[src/rtl/uart_hex_sender.sv]
// uart_hex_sender: prints a binary word as uppercase ASCII hex, most
// significant digit first, one byte at a time into uart_tx.
//
// Ports:
//   mclk         system clock, all logic on the rising edge
//   reset_n      synchronous reset, active-low
//   word         value to print, latched when word_strobe is accepted
//   word_strobe  one-cycle print request (accepted only in IDLE)
//   busy         high while a word is being sent
//   done         one-cycle pulse as the last byte of a word finishes
//   dropped      sticky flag: a word_strobe arrived while busy
//   tx_data      byte to uart_tx.data
//   tx_strobe    one-cycle pulse to uart_tx.data_strobe
//   tx_ready     uart_tx.ready, high when the transmitter is idle
//
// Build option: define UART_HEX_CRLF_EN to append CR (0x0D) and LF (0x0A)
// after the digits of every word.
module uart_hex_sender #(
    parameter int NDIGITS = 4
) (
    input  logic                 mclk,
    input  logic                 reset_n,
    input  logic [4*NDIGITS-1:0] word,
    input  logic                 word_strobe,
    output logic                 busy,
    output logic                 done,
    output logic                 dropped,
    output logic [7:0]           tx_data,
    output logic                 tx_strobe,
    input  logic                 tx_ready
);

    localparam int W = 4 * NDIGITS;
`ifdef UART_HEX_CRLF_EN
    localparam int NBYTES = NDIGITS + 2;
`else
    localparam int NBYTES = NDIGITS;
`endif

    typedef enum logic [2:0] {IDLE, LOAD, STROBE, WAIT_ACK, WAIT_DONE} state_t;

    state_t       state, state_nxt;
    logic [W-1:0] shreg, shreg_nxt;
    logic [3:0]   cnt, cnt_nxt;   // sized for up to 10 bytes per word
    logic [7:0]   tx_data_nxt;
    logic         last;

    function automatic logic [7:0] hex_char(input logic [3:0] n);
        // 'A' - 10 = 8'h37
        return (n < 4'd10) ? (8'h30 + {4'h0, n}) : (8'h37 + {4'h0, n});
    endfunction

    // Byte for a given position; digits always come from the top nibble
    // because the shift register moves the next digit up after each byte.
    function automatic logic [7:0] byte_for(input logic [W-1:0] sr, input logic [3:0] c);
`ifdef UART_HEX_CRLF_EN
        if (c == 4'(NDIGITS))
            return 8'h0D;
        if (c > 4'(NDIGITS))
            return 8'h0A;
`endif
        return hex_char(sr[W-1 -: 4]);
    endfunction

    assign last = (cnt == 4'(NBYTES - 1));
    assign busy = (state != IDLE);

    always_comb begin
        state_nxt = state;
        shreg_nxt = shreg;
        cnt_nxt   = cnt;
        done      = 1'b0;
        tx_strobe = 1'b0;
        unique case (state)
            IDLE: begin
                if (word_strobe) begin
                    shreg_nxt = word;
                    cnt_nxt   = 4'd0;
                    state_nxt = LOAD;
                end
            end
            LOAD: begin
                if (tx_ready)
                    state_nxt = STROBE;
            end
            STROBE: begin
                tx_strobe = 1'b1;
                state_nxt = WAIT_ACK;
            end
            WAIT_ACK: begin
                if (!tx_ready)
                    state_nxt = WAIT_DONE;
            end
            WAIT_DONE: begin
                if (tx_ready) begin
                    if (last) begin
                        // busy is still high this cycle, so a word_strobe
                        // coinciding with done is dropped
                        done      = 1'b1;
                        state_nxt = IDLE;
                    end else begin
                        shreg_nxt = shreg << 4;
                        cnt_nxt   = cnt + 4'd1;
                        state_nxt = LOAD;
                    end
                end
            end
            default: state_nxt = IDLE;
        endcase
        // tx_data is registered so it is already valid in the LOAD cycle
        // and holds its value between bytes and after the word.
        tx_data_nxt = (state_nxt == LOAD) ? byte_for(shreg_nxt, cnt_nxt) : tx_data;
    end

    always_ff @(posedge mclk) begin
        if (!reset_n) begin
            state   <= IDLE;
            shreg   <= '0;
            cnt     <= 4'd0;
            tx_data <= 8'h00;
            dropped <= 1'b0;
        end else begin
            state   <= state_nxt;
            shreg   <= shreg_nxt;
            cnt     <= cnt_nxt;
            tx_data <= tx_data_nxt;
            if (word_strobe && busy)
                dropped <= 1'b1;
        end
    end

endmodule

[config.mk]
export PLATFORM = sky130hd
export DESIGN_NAME = uart_hex_sender
export DESIGN_NICKNAME = d
export VERILOG_FILES = /design/src/rtl/uart_hex_sender.sv
export SDC_FILE = /design/constraint.sdc
export NUM_CORES = 1
export LEC_CHECK = 0
export CORE_MARGIN = 5
export CORE_UTILIZATION = 40
export CTS_CLUSTER_DIAMETER = 80
export CTS_CLUSTER_SIZE = 24
export DETAILED_ROUTE_END_ITERATION = 8
export GPL_TIMING_DRIVEN = 0
export MAX_ROUTING_LAYER = met4
export PLACE_DENSITY = 0.65
export SLEW_MARGIN = 20
export SYNTH_ARGS = -nofsm -noshare
export SYNTH_HDL_FRONTEND = slang
export SYNTH_SLANG_ARGS = --single-unit
[constraint.sdc]
create_clock -name mclk -period 5.3 [get_ports mclk]
set_input_delay 0.53 -clock mclk [delete_from_list [all_inputs] [get_ports mclk]]
set_output_delay 0.53 -clock mclk [all_outputs]
set_load 0.01 [all_outputs]
Word-level counts from Yosys, hierarchy flattened
Cells that the tools add are included.
W data, S select, Z words.
- output and inout bits: 12
- word-level logic and storage cells: 43
- bits in registers: 32
- latch bits: 0
- memories: 0
- bits in read-only memories: 0
- bits in writable memories: 0
- input port bits: 20
- bitwise gates (word level): 0
- multipliers: 0
- divide/modulo/power cells: 0
- $add $sub $neg: 3
- muxes and demuxes: 19
- shift operators: 0
- reductions and logical operators: 5
- magnitude comparators: 1
- eq/ne operators: 9
- operators with widths (operator ; number):
    $mux W16 ; 3
    $pmux W16 S2 ; 1
    $pmux W3 S5 ; 1
    $add A6 B4 Y7 const A ; 2
    $mux W3 ; 4
    $mux W4 ; 3
    $pmux W4 S2 ; 1
    $mux W7 ; 1
    $eq A3 B1 Y1 const B ; 2
    $eq A3 B2 Y1 const B ; 2
    $ne A2 B2 Y1 const B ; 3
    $mux W1 ; 5
    $add A4 B1 Y4 const B ; 1
    $eq A4 B2 Y1 const B ; 1
    $lt A4 B4 Y1 const B ; 1
    $reduce_and A4 Y1 ; 1
    $eq A3 B3 Y1 const B ; 1
    $logic_not A3 Y1 ; 1
    $reduce_bool A3 Y1 ; 1
    $reduce_bool A2 Y1 ; 1
    $logic_and A1 B1 Y1 ; 1

Longest topological paths before layout
- word-level depth: 6
- gate-level depth with buffers: 10
- gate-level depth less buffers: 9

Worst setup path before layout
OpenSTA, ideal clock, no wires.
- path type: reg2reg
- start point: register cnt[0]
- end point: register tx_data[1]
- setup slack: 3041 ps
- library setup time: 70 ps
- required time: 5230 ps
- clock period less this slack: 2259 ps
- data arrival time: 2188 ps
- stages on the path, launching flop included: 10
- path buffers: 2
- cells stage by stage: dfxtp_1 -> ha_1 -> or3b_1 -> buf_6 -> a21oi_2 -> buf_2 -> a21oi_1 -> ha_1 -> a221o_1 -> a21oi_1
- longest elaborated chain between the ends: 6
- elaborated cells between the ends (all ways): 12
- those cells by class: add/sub: 2; order compare: 1; eq/ne: 2; mux: 7
- ends and longest elaborated chain (element ; line ; RTL):
    start: declaration ; 44 ; logic [3:0] cnt, cnt_nxt;
    start signal: assignment ; 125 ; cnt <= cnt_nxt;
    $eq A4 B2 Y1 * ; 65 ; assign last = (cnt == 4'(NBYTES - 1));
    $mux W16 ; 96 ; if (last) begin
    $mux W16 ; 95 ; if (tx_ready) begin
    $pmux W16 S2 ; 74 ; unique case (state)
    $add A6 B4 Y7 or $lt A4 B4 Y1 (tied branches) ; 50 ; return (n < 4'd10) ? (8'h30 + {4'h0, n}) : (8'h37 + {4'h0, n});
    $mux W7 ; 50 ;
    end signal: assignment ; 126 ; tx_data <= tx_data_nxt;
    end: declaration ; 28 ; output logic [7:0] tx_data,
Mark *: on every way between the ends. The rest lies on a longest branch, timed or not. The select of a mux whose other input is x is not followed.
A chain may end at the register's enable or synchronous reset.

Worst setup path in the final report
- start point: input port word_strobe
- end point: register tx_data[1]
- longest elaborated chain between the ends: 4
- elaborated cells between the ends (all ways): 9
- those cells by class: add/sub: 2; order compare: 1; eq/ne: 1; mux: 5
- ends and longest elaborated chain (element ; line ; RTL):
    start: declaration ; 24 ; input logic word_strobe,
    $mux W16 ; 76 ; if (word_strobe) begin
    $pmux W16 S2 ; 74 ;
    $add A6 B4 Y7 or $lt A4 B4 Y1 (tied branches) ; 50 ;
    $mux W7 ; 50 ;
Several ways; a longest one is shown, not always the timed one. The select of a mux whose other input is x is not followed.

==> flow_summary.yaml <==
clock_network:
  clock_path_buffers: 2
  cts_sinks: 31
  postCtsSetupBuffers: 0
  cts_hold_buf: 0
  cts.clk_slew.worst_paths_ns: 0.06
  clockRootBuffer: "clkbuf_8"
  htree_levels: 2
  cts_buffers: 5
  cts_resized: 0
  tritoncts: "done"
  insertion_delay_ns: 0.28
logic_synthesis:
  yosysSeqAreaShare_pct: 41.3
  yosys_warnings: 0
  synth_ff_type: "dfxtp_1"
  yosysTopAreaCellShare_pct: 41.3
  synth_largest_area_cell: "dfxtp_1"
  yosys-top-cells-area: "dfxtp_1 41%, a21oi_1 7.0%, nand2_1 6.0%"
  postSynthCellCount: 167
  synth-edff-count: 0
  async_flop_share_pct: 0
  yosys.cell_types.count: 50
  mappedNetlistArea_mm2: 0.00150
  synth.avg_cell_area_um2: 8.99
  syn_nets: 189
  synth-seq-cells: 31
die:
  pin_count: 32
  die_w_um: 71.3
  rows: 22
  fp.dieH_um: 71.3
  core-area_mm2: 0.00366
  initial_core_util_pct: 41.0
  dieArea_mm2: 0.00508
power_and_ir_drop:
  ir_drop_mv: 0.179
  leakage_nw: 0.705
  totalPowerFinal_w: 0.000596
  powerDensity_mw_per_mm2: 304
route:
  wirelength_um: 3770
  first_pass_iters: 4
  wire_per_inst_um: 14.9
  viasPerCell: 5.35
  dr.first_iter.drc_count: 117
  vias: 1354
  drt_drc_violations_left: 0
  ant_nets: 0
setup_path:
  critPathMaxFanout: 10
  end_kind: "flip-flop"
  worstSetupPathType: "input pin to flip-flop"
  path_cells: "clkdlybuf4s50_1 > nor4b_4 > a21oi_2 > buf_2 > a21oi_1 > ha_1 > a221o_1 > a21oi_1"
  start_kind: "input pin"
  cp_top_family: "compound AO/OA/AOI/OAI gates"
  cpPeakStageDelay_ns: 0.54
  slowest_stage: "clkdlybuf4s50_1"
  worst_path_most_repeated_cell: "a21oi_1"
  critPathRequiredTime_ns: 5.51
  arrival_ns: 2.95
  path_buf_inv: 2
flow_run:
  cap_viol_max_count: 0
placement:
  hpwl_um: 2690
  portBuffers: 30
  gp_congestion: 0.780
sta:
  finalCritPeriodShare_pct: 51.7
  tightest_slew_ns: 0.648
  slew-limit-headroom_pct: 56.5
  max_freq_mhz: 365
  tns_ns: 0
  slew_viol_final: 0
  setup_viol: 0
  rsz0062_at_grt: "no"
  clock_skew_ns: 0.00275
  fin_crit_ns: 2.74
  hold_viol: 0
status:
  status: "finished clean"
finish:
  syn_to_final_growth_pct: 30.7
  num_antenna_cells: 0
  finalNetCount: 226
  drive_above_1_share_pct: 12.2
global_routing:
  grt_pass1_wl_um: 6410
  grtUsageTotal_pct: 16.3
  grt-ovfl-total: 0
  antenna_found_initial: 0
  grt_pass1_vias: 1395
  grt_max_degree: 11
hold_path:
  hp-class: "flip-flop to flip-flop"
## worst paths after layout
| path | slack [ns] | from | depth (start not counted) | to |
|---|---|---|---|---|
| max reg2reg | 2.76 | cnt[0] | 9 | tx_data[2] |
| min reg2reg | 0.47 | shreg[5] | 2 | shreg[5] |
| min | 0.47 | shreg[5] | 2 | shreg[5] |
| max | 2.56 | word_strobe | 8 | tx_data[1] |
## registers in the layout (all words and copies together) (netlist names)
name	cells
shreg	16
state	3
cnt	4
tx_data	7
dropped	1
## synth_stat cells (2+ instances only)
cell type / number
nor2b_1: 2
nor2_1: 13
nand4_1: 2
o211ai_2: 2
a32oi_1: 2
ha_1: 2
nor3_1: 2
nand2_1: 24
buf_2: 3
a22oi_1: 8
a221o_1: 2
and2_1: 2
o211ai_1: 2
a21oi_2: 2
nand3_1: 6
a21oi_1: 21
xor2_1: 2
clkbuf_1: 6
a211oi_1: 2
dfxtp_1: 31
inv_1: 2
## layout make-up
type | instances | area, um2
inverter | 3 | 11.3
multi-input combinational | 122 | 813
timing repair buffer | 30 | 300
buffer | 11 | 56.3
sequential | 31 | 621
fill | 331 | 1700
clock buffer | 8 | 100
tap | 48 | 60.1
## cell families after synthesis
group,share of synthesized area [%]
flip-flops,41.3
buffers and inverters,4.50
AND/OR/NAND/NOR,22.5
XOR/XNOR,1.75
adder cells (fa/ha/maj),1.67
other,0.250
multiplexers,0.667
AO/OA/AOI/OAI,27.3
## where the power goes
part | switching, W | internal [W] | leakage (nW)
combinational | 0.0000654 | 0.0000617 | 0.399
clock | 0.0000882 | 0.000118 | 0.0515
sequential | 0.0000106 | 0.000251 | 0.254
total | 0.000164 | 0.000432 | 0.705
## cells in the final DEF, fill, tap and decap left out, drive strengths merged, types with 2 or more instances in the layout
master         count
buf                5
a211oi             2
a21oi             23
a221o              2
a32oi              2
dfxtp             31
xor2               2
nand3              6
nor2              13
a2111oi            2
inv                3
o211ai             4
ha                 2
nor3               3
nor3b              2
a22oi              8
and2               2
clkbuf            14
nand4              2
clkdlybuf4s50     30
nand2             24
nor2b              2
## tightest hold or removal path, cell delays in order (launching register included)
cell     delay (ns)
dfxtp_1        0.31
nand2_1        0.05
a21oi_1        0.06
## routing by layer
metal	GRT usage [%]	vias to the layer above	part of all wire, %
met5	-	-	0
li1	-	680	-
met2	25.3	33	48
met4	7.72	0	1.5
met1	20.1	634	45
met3	3.51	7	4.7
## stage by stage
| stage | setup slack, ns | std cells | utilization [%] | area [um2] | hold WS (ns) |
|---|---|---|---|---|---|
| after CTS | 2.57 | 253 | 53.6 | 1960 | 0.463 |
| after floorplan | 3.04 | 167 | - | 1500 | 0.436 |
| after global routing | 2.41 | 253 | 53.6 | 1960 | 0.490 |
| after detailed placement | 2.30 | 245 | 50.9 | 1860 | 0.454 |
| final | 2.56 | 253 | 53.6 | 1960 | 0.465 |
| after global placement | 2.31 | 245 | 50.9 | 1860 | 0.443 |
Note: power is estimated with default switching activity, not from simulation.
